$ cat config.mk
export PLATFORM = sky130hd
export DESIGN_NAME = cook_timer_ctrl
export DESIGN_NICKNAME = d
export VERILOG_FILES = /design/src/rtl/cook_timer_pkg.sv /design/src/rtl/cook_timer_tick_prescaler.sv /design/src/rtl/cook_timer_ctrl.sv
export SDC_FILE = /design/constraint.sdc
export NUM_CORES = 1
export LEC_CHECK = 0
export CORE_AREA = 2 2 64 66
export CTS_CLUSTER_SIZE = 10
export DETAILED_ROUTE_END_ITERATION = 10
export DIE_AREA = 0 0 66 68
export HOLD_SLACK_MARGIN = 0.15
export PLACE_DENSITY = 0.82
export SLEW_MARGIN = 15
export SYNTH_ARGS = -nofsm -noshare
export SYNTH_HDL_FRONTEND = slang
export SYNTH_SLANG_ARGS = --single-unit
$ cat constraint.sdc
create_clock -name clk_in -period 2.5 [get_ports clk_in]
set_input_delay 0.375 -clock clk_in [delete_from_list [all_inputs] [get_ports clk_in]]
set_output_delay 0.375 -clock clk_in [all_outputs]
set_load 0.01 [all_outputs]
$ cat src/rtl/cook_timer_pkg.sv
// Shared state encoding, BCD limits and the MM:SS countdown step for the cook timer.
package cook_timer_pkg;

    typedef enum logic [1:0] {
        IDLE  = 2'd0,
        RUN   = 2'd1,
        PAUSE = 2'd2,
        DONE  = 2'd3
    } state_t;

    localparam logic [3:0] BCD_MAX       = 4'd9;
    localparam logic [3:0] SEC_TENS_WRAP = 4'd5;

    // One-second decrement of {min_tens, min_units, sec_tens, sec_units}.
    // Seconds above 59 count down digit by digit; only a minute borrow reloads 59.
    function automatic logic [15:0] bcd_mmss_dec(input logic [15:0] mmss);
        logic [3:0] mt, mu, st, su;
        {mt, mu, st, su} = mmss;
        if (su != 4'd0) begin
            su = su - 4'd1;
        end else if (st != 4'd0) begin
            st = st - 4'd1;
            su = BCD_MAX;
        end else begin
            if (mu != 4'd0) begin
                mu = mu - 4'd1;
            end else begin
                mt = mt - 4'd1;
                mu = BCD_MAX;
            end
            st = SEC_TENS_WRAP;
            su = BCD_MAX;
        end
        return {mt, mu, st, su};
    endfunction

endpackage

$ cat src/rtl/cook_timer_tick_prescaler.sv
// Gated one-second prescaler: counts only while enabled, clears whenever disabled,
// so every enable period starts a fresh full interval.
module tick_prescaler #(
    parameter int TICK_DIV = 100
) (
    input  logic clk_in,
    input  logic reset,
    input  logic enable,
    output logic tick
);
    localparam int                CNT_W = (TICK_DIV > 2) ? $clog2(TICK_DIV) : 1;
    localparam logic [CNT_W-1:0]  LAST  = CNT_W'(TICK_DIV - 1);

    logic [CNT_W-1:0] r_count;

    always_ff @(posedge clk_in) begin
        if (reset || !enable) begin
            r_count <= '0;
        end else if (r_count == LAST) begin
            r_count <= '0;
        end else begin
            r_count <= r_count + 1'b1;
        end
    end

    assign tick = enable && (r_count == LAST);

endmodule

$ cat src/rtl/cook_timer_ctrl.sv
// Microwave cook-time controller: keypad MM:SS entry, gated 1 Hz countdown,
// door interlock, magnetron enable and done indication.
module cook_timer_ctrl
    import cook_timer_pkg::*;
#(
    parameter int TICK_DIV = 100
) (
    input  logic       clk_in,
    input  logic       reset,
    input  logic       digit_valid,
    input  logic [3:0] digit,
    input  logic       start,
    input  logic       stop_clear,
    input  logic       door_closed,
    output logic [3:0] min_tens,
    output logic [3:0] min_units,
    output logic [3:0] sec_tens,
    output logic [3:0] sec_units,
    output logic       magnetron_on,
    output logic       done,
    output logic       running_tick
);

    state_t      r_state, w_state_nxt;
    logic [15:0] r_time, w_time_nxt;
    logic        r_running_tick;
    logic        w_tick, w_run_en, w_digit_ok, w_time_zero;

    // Enable drops in the same cycle as door-open/stop, so a coincident tick never fires.
    assign w_run_en    = (r_state == RUN) && door_closed && !stop_clear;
    assign w_digit_ok  = digit_valid && (digit <= BCD_MAX);
    assign w_time_zero = (r_time == 16'h0000);

    tick_prescaler #(
        .TICK_DIV(TICK_DIV)
    ) u_prescaler (
        .clk_in (clk_in),
        .reset  (reset),
        .enable (w_run_en),
        .tick   (w_tick)
    );

    always_ff @(posedge clk_in) begin
        if (reset) begin
            r_state        <= IDLE;
            r_time         <= '0;
            r_running_tick <= 1'b0;
        end else begin
            r_state        <= w_state_nxt;
            r_time         <= w_time_nxt;
            r_running_tick <= w_tick;
        end
    end

    always_comb begin
        w_state_nxt = r_state;
        w_time_nxt  = r_time;
        case (r_state)
            IDLE: begin
                if (stop_clear) begin
                    w_time_nxt = '0;
                end else if (start && door_closed && !w_time_zero) begin
                    w_state_nxt = RUN;
                end else if (w_digit_ok) begin
                    w_time_nxt = {r_time[11:0], digit};
                end
            end
            RUN: begin
                if (!door_closed || stop_clear) begin
                    w_state_nxt = PAUSE;
                end else if (w_tick) begin
                    w_time_nxt = bcd_mmss_dec(r_time);
                    if (r_time == 16'h0001) begin
                        w_state_nxt = DONE;
                    end
                end
            end
            PAUSE: begin
                if (stop_clear) begin
                    w_time_nxt  = '0;
                    w_state_nxt = IDLE;
                end else if (start && door_closed) begin
                    w_state_nxt = RUN;
                end
            end
            DONE: begin
                if (stop_clear || start || !door_closed) begin
                    w_state_nxt = IDLE;
                end
            end
            default: begin
                w_state_nxt = IDLE;
                w_time_nxt  = '0;
            end
        endcase
    end

    assign {min_tens, min_units, sec_tens, sec_units} = r_time;
    assign magnetron_on = (r_state == RUN);
    assign done         = (r_state == DONE);
    assign running_tick = r_running_tick;

endmodule
== Word-level counts from Yosys, hierarchy flattened ==
Cells that the tools add are included.
Word-level totals
  bits in registers: 26
  bits in latches: 0
  RAM bits: 0
  ROM bits: 0
  bits of input ports: 10
  output and inout port bits: 19
  word-level logic and storage cells: 83
  memories: 0
Operators by class
  add/subtract/negate cells: 5
  multiply operators: 0
  div/mod/pow operators: 0
  magnitude comparators: 1
  equal/unequal tests: 19
  shifts and indexed selects: 0
  mux-type cells: 25
  bitwise gates (word level): 0
  reduce and logical (&&, ||, !) cells: 26
Operator list (count)
  16-bit 2-to-1 mux: 6
  16-bit case mux with 3 select lines: 1
  4-bit 2-to-1 mux: 9
  16-bit by 1-bit equality test with 1-bit output (second input constant): 1
  16-bit zero test: 1
  2-bit 2-to-1 mux: 8
  4-bit by 1-bit subtractor with 4-bit output (second input constant): 4
  2-bit inequality test (second input constant): 7
  6-bit AND reduction: 2
  4-bit nonzero test: 3
  3-bit inequality test (second input constant): 3
  9-bit AND reduction: 1
  2-bit case mux with 4 select lines: 1
  8-bit AND reduction: 1
  7-bit by 1-bit adder with 7-bit output (second input constant): 1
  7-bit equality test (second input constant): 1
  7-bit AND reduction: 1
  1-bit logical AND: 6
  3-bit by 1-bit inequality test with 1-bit output (second input constant): 2
  2-bit equality test (second input constant): 2
  4-bit less-or-equal comparator (second input constant): 1
  1-bit zero test: 4
  1-bit logical OR: 4
  2-bit by 1-bit inequality test with 1-bit output (second input constant): 2
  4 further kinds: 4

== Logic depth before layout (Yosys ltp) ==
Gate-level depths: netlist (run 1).
  depth after elaboration: 7
  mapped depth: 9
  gate-level depth less buffers: 7

== By module ==
A second synthesis (run 1) with hierarchy kept.
Unflattened totals
  cell total of the unflattened synthesis: 206
  area, all modules: 1825.5 um^2
Modules (own cells, without submodules)
  cook_timer_ctrl: instances 1, cells each 171, area an instance 1505.2 um^2, sequential area each 380.4 um^2
  tick_prescaler: instances 1, cells each 35, area an instance 320.3 um^2, sequential area each 140.1 um^2

== Worst setup path before layout (run 1) ==
OpenSTA, ideal clock, no wires.
  path type: register -> register
  start: register r_time[4]
  end: register r_time[12]
  setup time: 0.087 ns
  arrival time: 2.351 ns
  data required time: 2.413 ns
  slack: 0.062 ns
  cell stages (with the launch flop): 8
  path buffers: 0
  period minus slack after synthesis: 2.438 ns
  cell sequence: dfxtp_1 inv_1 ha_1 or3b_2 or4_1 o21a_1 or4_1 o31ai_1
Between the ends
  word-level cells in the longest chain between the ends: 5
  elaborated cells on any way between the ends: 7
  classes of those cells: 2 x eq/ne; 5 x reduce/logical
Ends and longest elaborated chain
  start, declared: line cook_timer_ctrl.sv:25  | logic [15:0] r_time, w_time_nxt;
  start signal, assigned: line cook_timer_ctrl.sv:50  | r_time <= w_time_nxt;
  16-bit zero test: line cook_timer_ctrl.sv:32  | assign w_time_zero = (r_time == 16'h0000);
  1-bit zero test: line cook_timer_ctrl.sv:62  | end else if (start && door_closed && !w_time_zero) begin
  1-bit logical AND: line cook_timer_ctrl.sv:62
  3-bit inequality test (no line)
  9-bit AND reduction (no line) *
Every way passes the cells marked *; elsewhere a longest branch is shown, timed or not.
A chain may end at the register's enable or synchronous reset.

== Worst setup path after layout (run 1) ==
  start: register r_time[0]
  end: register r_time[13]
Same word-level chain as after synthesis.

==> results of run 1 <==
## Yosys cell counts (3+ instances only)
master	count
a211oi_1	11
a21oi_1	8
a221oi_1	6
a22oi_1	3
clkbuf_1	6
dfxtp_1	26
ha_1	13
inv_1	13
nand2_1	9
nand3_1	5
nor2_1	17
nor2b_1	5
nor3_1	9
o2111ai_1	3
o21ai_0	9
o31ai_1	5
or3_1	3
or3b_2	3
or4_1	3
xnor2_1	4
xor2_1	6
## report_power, final
| group | internal (mW) | switching (mW) | total (mW) |
|---|---|---|---|
| clock network | 0.141 | 0.136 | 0.277 |
| logic | 0.814 | 0.782 | 1.60 |
| registers | 0.504 | 0.0926 | 0.596 |
## layout make-up
| cell class | instances | area (µm²) | area share |
|---|---|---|---|
| Sequential cell | 26 | 526.8 | 0.2335 |
| Tap cell | 50 | 62.56 | 0.02773 |
| Timing Repair Buffer | 55 | 483.0 | 0.2141 |
| Multi-Input combinational cell | 147 | 1080 | 0.4786 |
| Inverter | 13 | 48.80 | 0.02163 |
| Clock buffer | 4 | 55.05 | 0.02440 |
## what timing repair did
item | in CTS | in global routing
gates resized for setup | 0 | 21
buffers inserted | 0 | 6
endpoints found under the setup margin | 0 | 5
## worst min-delay path, cell delays in order (launching register included)
cell and delay (ps):
dfxtp_2 330, inv_2 60, a211oi_1 60
## per-stage QoR
stage	total power [mW]	util
after floorplan	1.474	-
after global placement	1.983	0.5464
after detailed placement	2.016	0.5464
after CTS	2.302	0.5607
after global routing	2.660	0.5850
final	2.468	0.5850
## worst paths after layout
kind / cells after the start / start / to
setup reg to reg: 9 / r_time[0] / r_time[13]
setup / recovery: 9 / r_time[0] / r_time[13]
hold reg to reg: 2 / r_time[0] / r_time[0]
hold / removal: 2 / r_time[0] / r_time[0]
## flip-flops by register name, indices dropped and copies added (netlist names)
register,count
r_time,16
u_prescaler.r_count,7
r_state,2
running_tick,1
## cells by family (layout without fill, tap and decap cells)
group / count (synthesis) / after routing / synth area share
multiplexers: 2 / 2 / 0.01225
AND/OR/NAND/NOR: 65 / 65 / 0.2190
buffers and inverters: 20 / 72 / 0.04671
adder cells (fa/ha/maj): 13 / 13 / 0.09954
AO/OA/AOI/OAI: 57 / 57 / 0.2504
flip-flops: 26 / 26 / 0.3185
XOR/XNOR: 10 / 10 / 0.05360
## routing by layer
layer | part of all wire | track usage | vias to the layer above | routed length (µm)
met1 | 0.48 | 0.2490 | 795 | 1961
li1 | - | - | 824 | -
met4 | 0.017 | 0.06122 | 0 | 70
met2 | 0.46 | 0.3119 | 48 | 1899
met3 | 0.038 | 0.01974 | 6 | 155
met5 | 0 | 0 | - | 0
==> metrics.md, run 1 <==
| Metric | Value |
|---|---|
| Status | `finished clean` |
| Synth warn | `0` |
| Crit share post-route | `0.9733` |
| Filler cell count | `361` |
| Family with the most delay on the worst path | `simple AND/OR/NAND/NOR gates` |
| Post-DP Area | `approximately 2100 µm²` |
| # DRC | `0` |
| Area grow syn2layout | `38.05%` |
| Initial drt markers | `73` |
| Placed Instances | `285` |
| Mapped Cells | `between 150 and 200` |
| Leakage | `roughly 0.86 nW` |
| Clk sinks | `26` |
| Max-slew headroom | `0.6651` |
| Routed WL per cell | `around 14 µm` |
| Vias | `1,673` |
| Ant diodes | `0` |
| Commonest non-fill, non-tap cell in the layout | `clkdlybuf4s50_1` |
| GR Util All Layers | `0.1851` |
| WL final | `around 4000 µm` |
| Post-route cell area | `between 2000 and 2500 µm²` |
| Final setup vio count | `0` |
| Worst-path maximum fanout | `7` |
| Fin Clk Skew | `~7.4 ps` |
| Detailed-router iteration count before antenna repair | `4` |
| Hpwl dp | `2946 µm` |
| Initial antenna violation count | `0` |
| Final hold slack | `496.8 ps` |
| Final non-filler cell total | `between 200 and 300` |
| Synth Flop Type | `dfxtp_1` |
| Die Area | `roughly 4500 µm²` |
| Layout cell share with drive strength beyond 1 | `0.2286` |
| Worst-skew pair later-pin latency | `approximately 270 ps` |
| Slowest CP cell | `or4_1` |
| Final worst setup slack | `66.85 ps` |
| Tightest Pin Transition | `approximately 500 ps` |
| Clk root buf | `clkbuf_8` |
| Rows | `23` |
| GRT overflow | `0` |
| RePlAce Congestion | `approximately 0.86` |
| Crit-path max cell delay | `~550 ps` |
| HP Class | `reg -> reg` |
| Synth area leaders | `dfxtp_1 (32%), ha_1 (10%), a211oi_1 (5.1%), nor2_1 (3.9%), a221oi_1 (3.2%)` |
| Synth Net Count | `216` |
| CP Cell Sequence | `inv_2 > ha_2 > or3b_4 > buf_4 > nor4_4 > buf_4 > o211ai_1 > or4_1 > o31ai_1` |
| PwrDens | `about 1100 nW/µm²` |
| First-pass GRT wire length | `6603 µm` |
| DP Worst Slack | `-116.0 ps` |
| R2r setup slk | `70 ps` |
| Final antenna-violating net count | `0` |
| Avg Cell Area, Syn | `between 8 and 9 µm²` |
| Register area share after synthesis | `0.3185` |
| DIE HEIGHT | `just under 70 µm` |
| Critical path class | `reg -> reg` |
| Number of buffers added on ports | `28` |
| Clock slew at reported path FFs | `about 90 ps` |
| Die X | `between 60 and 70 µm` |
| Crit. End Element | `flop` |
| Data required, critical path | `roughly 2700 ps` |
| Setup_tns | `0 ps` |
| Pin count of the biggest net entering global routing | `15` |
| Number of synthesized flops with an enable pin | `0` |
| TritonCTS clock tree | `built` |
| # hold bufs at CTS | `0` |
| Slew Viols, Final | `0` |
| Top Ports | `29` |
| Mapped Area | `roughly 1600 µm²` |
| Achievable Freq | `roughly 400 MHz` |
| VDD IR-drop max | `0.0005974 V` |
| WP data arrival | `2620 ps` |
| Number of global-route vias before repair | `~1.5k` |
| Starting Density | `0.4238` |
| Critical path buffers and inverters | `3` |
| Final hold vios | `0` |
| Yosys cell types | `42` |
| Yosys reg bits | `26` |
| Startpoint Class | `flop` |
| Max_cap viols | `0` |
| Num CTS Buffers | `3` |
| Vias per std cell | `between 5 and 6` |
| Most frequent cells in the layout | `clkdlybuf4s50_1 (28), buf_4 (27), dfxtp_1 (21), nor2_1 (17), a211oi_1 (11)` |
| Fraction of registers with async set/reset | `0` |
| Area share of the largest cell type after synthesis | `0.3185` |
| Yosys top cell by area | `dfxtp_1` |
| Core Region | `a little under 4000 µm²` |
| Min Tclk post-route | `around 2400 ps` |
| H-Tree Level Count | `1` |
| Final nets | `~270` |
| Crit-path most repeated cell | `buf_4` |
| Max clock buf depth | `2` |
No activity file was read; power rests on OpenSTA's default activity.
==> run 2: changes to the inputs <==
--- a/config.mk
+++ b/config.mk
@@ -6,6 +6,7 @@
 export NUM_CORES = 1
 export LEC_CHECK = 0
 export CORE_AREA = 2 2 64 66
+export CTS_CLUSTER_DIAMETER = 80
 export CTS_CLUSTER_SIZE = 10
 export DETAILED_ROUTE_END_ITERATION = 10
 export DIE_AREA = 0 0 66 68
==> results of run 2 <==
Same layout as run 1: the final DEF is identical, and so are final timing and power.
